===== config.mk =====
export PLATFORM = sky130hd
export DESIGN_NAME = sat_counter
export DESIGN_NICKNAME = d
export VERILOG_FILES = /design/src/rtl/sum_checker_sat_counter.sv
export SDC_FILE = /design/constraint.sdc
export NUM_CORES = 1
export LEC_CHECK = 0
export ABC_AREA = 1
export BUFFER_PORTS_ARGS = -buffer_cell sky130_fd_sc_hd__buf_2
export CAP_MARGIN = 20
export CORE_MARGIN = 2
export CORE_UTILIZATION = 33
export DETAILED_ROUTE_END_ITERATION = 6
export PLACE_DENSITY = 0.58
export REMOVE_ABC_BUFFERS = 1
export SETUP_SLACK_MARGIN = 0.5
export SLEW_MARGIN = 10
export SYNTH_ARGS = -nofsm -noshare
export SYNTH_HDL_FRONTEND = slang
export SYNTH_SLANG_ARGS = --single-unit

===== constraint.sdc =====
create_clock -name clk -period 1.35 [get_ports clk]
set_input_delay 0.0675 -clock clk [delete_from_list [all_inputs] [get_ports clk]]
set_output_delay 0.0675 -clock clk [all_outputs]
set_load 0.05 [all_outputs]

===== src/rtl/sum_checker_sat_counter.sv =====
// Saturating up-counter used for the checker statistics.
module sat_counter #(
    parameter int unsigned CNT_WIDTH = 16
) (
    input  logic                 clk,
    input  logic                 rst,
    input  logic                 inc,
    output logic [CNT_WIDTH-1:0] value
);

    logic [CNT_WIDTH-1:0] value_q;
    logic [CNT_WIDTH-1:0] value_d;

    // Increment unless already at all-ones.
    always_comb begin
        value_d = value_q;
        if (inc && (value_q != '1)) begin
            value_d = value_q + CNT_WIDTH'(1);
        end
    end

    // Counter register.
    always_ff @(posedge clk or negedge rst) begin
        if (!rst) begin
            value_q <= '0;
        end else begin
            value_q <= value_d;
        end
    end

    assign value = value_q;

endmodule


==> reports/qor.txt <==
reported max-cap violation count: 0
Top-Level Pins: 19
top post-synthesis cells by count: nand2_1 (64), dfrtp_1 (16), nor2_1 (14)
Critical Path Sink Type: flop
average wire per standard cell: 12.7 um
core area: 3050 sq um
maximum achievable frequency: 0.737 GHz
cell types with the largest area share after synthesis: dfrtp_1 (38%), nand2_1 (23%), nor2_1 (5.0%), inv_1 (4.3%), nor2_4 (4.3%)
cell area after synthesis: 1060 sq um
time the worst path needs with I/O delays and setup: 1.36 ns
drt drc: 0
clock network power share: 15.4%
most numerous cell on the critical path: nand2_1
number of enable-type register cells in the synthesized netlist: 0
number of synthesis warnings: 0
clock buffers created by TritonCTS: 3
post-placement cell count: 229
Top FF cell, synth: dfrtp_1
stage delay of the slowest cell on the critical path: 0.41 ns
Comb power frac: 55.1%
Static Leak: 0.000851 uW
clk buf depth: 2
fraction of final layout cells with drive strength greater than 1: 47.3%
power density of the placed cells: 1240 nW/um^2
Pre-Repair DR Iteration Count: 4
kind of start point of the critical path: flop
total number of nets in the final design: 212
worst reg-to-reg setup slack: -0.007 ns
Worst Skew: 0.00271 ns
DRC violation total after the first TritonRoute iteration: 49
Reg2Reg Capture Point: value[15]
Switching Fraction: 42.8%
number of failing setup endpoints in the final timing report: 1
Sinks on Clock Net: 16
maximum ir drop on the vdd rail: 0.724 mV
proportion of power drawn by flip-flops and latches: 29.6%
clock-pin slew reported for the worst setup and hold paths after clock tree synthesis: 0.10 ns
critical path arrival: 1.58 ns
final sum of negative setup slack: -0.00724 ns
number of filler instances in the final layout: 263
transition time of the tightest slew-check pin: 0.404 ns
cell internal pwr: 1290 uW
top cell type's share of synthesized area: 37.8%
cell accounting for the most synthesized area: dfrtp_1
worst setup margin: -0.00724 ns
placer congestion estimate: 0.808
area of the multi-input gates: 693 sq um
Die ar.: 3680 sq um
setup repair after global routing missed its margin: true
Worst R2R Start: value[11]
largest fanout on the critical path: 3
overall fraction of global-route tracks in use: 18.0%
final slew viol count: 0
gate count after technology mapping: 149
Final period util: 101%
result of the run: finished with violations
y dimension of the die: 60.6 um
Horiz. Die Dim: 60.6 um
Non-Filler Instances: 251
Data required, critical path: 1.57 ns
quantity of I/O buffers inserted on ports: 18
post-layout util: 59.6%
number of cell instances on the worst register-to-register path: 9
clock tree root driver cell: clkbuf_4
overflow left after global routing: 0
total power: 2260 uW
total count of hold-check failures in the final report: 0
Largest register FFs: 16
synthesis-stage register bit count: 16
endpoint of the most critical setup path: value[15]
number of vias after detailed routing: 1,164
wire length reported by the detailed router: 3.20 mm
number of distinct library cells after synthesis: 17
cell with the most instances after synthesis: nand2_1
worst hold path cell count: 3
vias in the first global route: 1,106
initial standard-cell utilization of the core: 34.7%
vias per std cell: 4.64
number of antenna violations at the first check in global routing: 0
layout overhead on the synthesized area: 71.9%
area occupied by registers: 403 sq um
Worst Setup Path Type: flop to flop
violated checks: setup timing
Hold WC Path Type: primary input to flop
worst setup path startpoint: value[11]
fraction of registers with async set/reset: 100%
highest-delay cell along the critical path: dfrtp_1
htree depth: 1
Antenna Nets Post-Route: 0
share of synthesized area occupied by flip-flops and latches: 37.8%
first-pass GRT wire length: 4.87 mm
cells traversed along the worst timing path: nand2_1 > nor2_2 > buf_4 > nand4_4 > buf_6 > nand2_2 > nand2_1 > nand2_1 > inv_1
clock tree from TritonCTS: done
Max-slew headroom: 73.1%
HPWL Detailed: 1.96 mm
clk_lat worst skew: 0.31 ns
Psw: 967 uW
synthesized area divided by synthesized cell count: 7.10 sq um
largest net degree at the start of global routing: 17
Antenna Diode Count: 0
Row Count: 20
## power groups by stage
stage                     Sequential [uW]  Combinational [uW]  Clock [uW]
after CTS                             647                1130         344
after global placement                648                 826           0
after global routing                  679                1310         371
after detailed placement              651                 832           0
after floorplan                       969                 222           0
final                                 669                1250         347
## cell families after synthesis
group                    count (synthesis)  synth area share, %
AO/OA/AOI/OAI                            9                 4.96
XOR/XNOR                                 6                 4.96
adder cells (fa/ha/maj)                  1                 1.18
buffers and inverters                   15                 6.74
flip-flops                              16                 37.8
AND/OR/NAND/NOR                        102                 44.3
## layout by cell type, fill, tap and decap left out, drive strengths merged
master and instances:
nand2 68, inv 13, xnor2 5, nand3 7, nor2 21, ha 1, dfrtp 16, xor2 1
dlygate4sd3 1, o21ai 9, clkbuf 4, buf 55, nand4 6
## routing by layer
metal	GRT usage (%)	routed length [um]
met1	22.0	1310
met4	7.45	96
met5	0	0
met3	1.92	154
met2	32.3	1640
## repair_timing
item | 4_1_cts | 5_1_grt
hold buffers | 1 | 0
endpoints found under the setup margin | 32 | 32
gates cloned | 0 | 1
buffers inserted | 10 | 6
pin swaps | 8 | 9
endpoints found under the hold margin | 16 | 0
resized for setup | 61 | 33
## final cells by class
class	count	share of cell area (%)
sequential	16	22.1
clock buffer	4	1.99
tap	44	3.03
inverter	13	2.82
multi-input combinational	118	38.1
timing repair buffer	56	31.9
## critical path, delay by kind of cell, from the launching register on
family / cells / cell delay (ns)
simple gates: 6 / 0.54
flops: 1 / 0.41
buf+inv: 3 / 0.32
## metrics by stage
step           cell area, sq um  setup slack [ns]  hold slack, ns
2_1_floorplan              1040            -0.420          -0.228
3_3_place_gp               1330           -0.0239          0.0135
3_5_place_dp               1330           -0.0517          0.0168
4_1_cts                    1650            0.0248           0.148
5_1_grt                    1820            -0.106           0.142
6_report                   1820          -0.00724           0.136
## worst min path at each step
stage / from / endpoint
after global placement: rst / value[4]
after detailed placement: rst / value[4]
after global routing: inc / value[5]
after CTS: inc / value[4]
after floorplan: rst / value[0]
final: inc / value[5]
No activity file was read; power rests on OpenSTA's default activity.
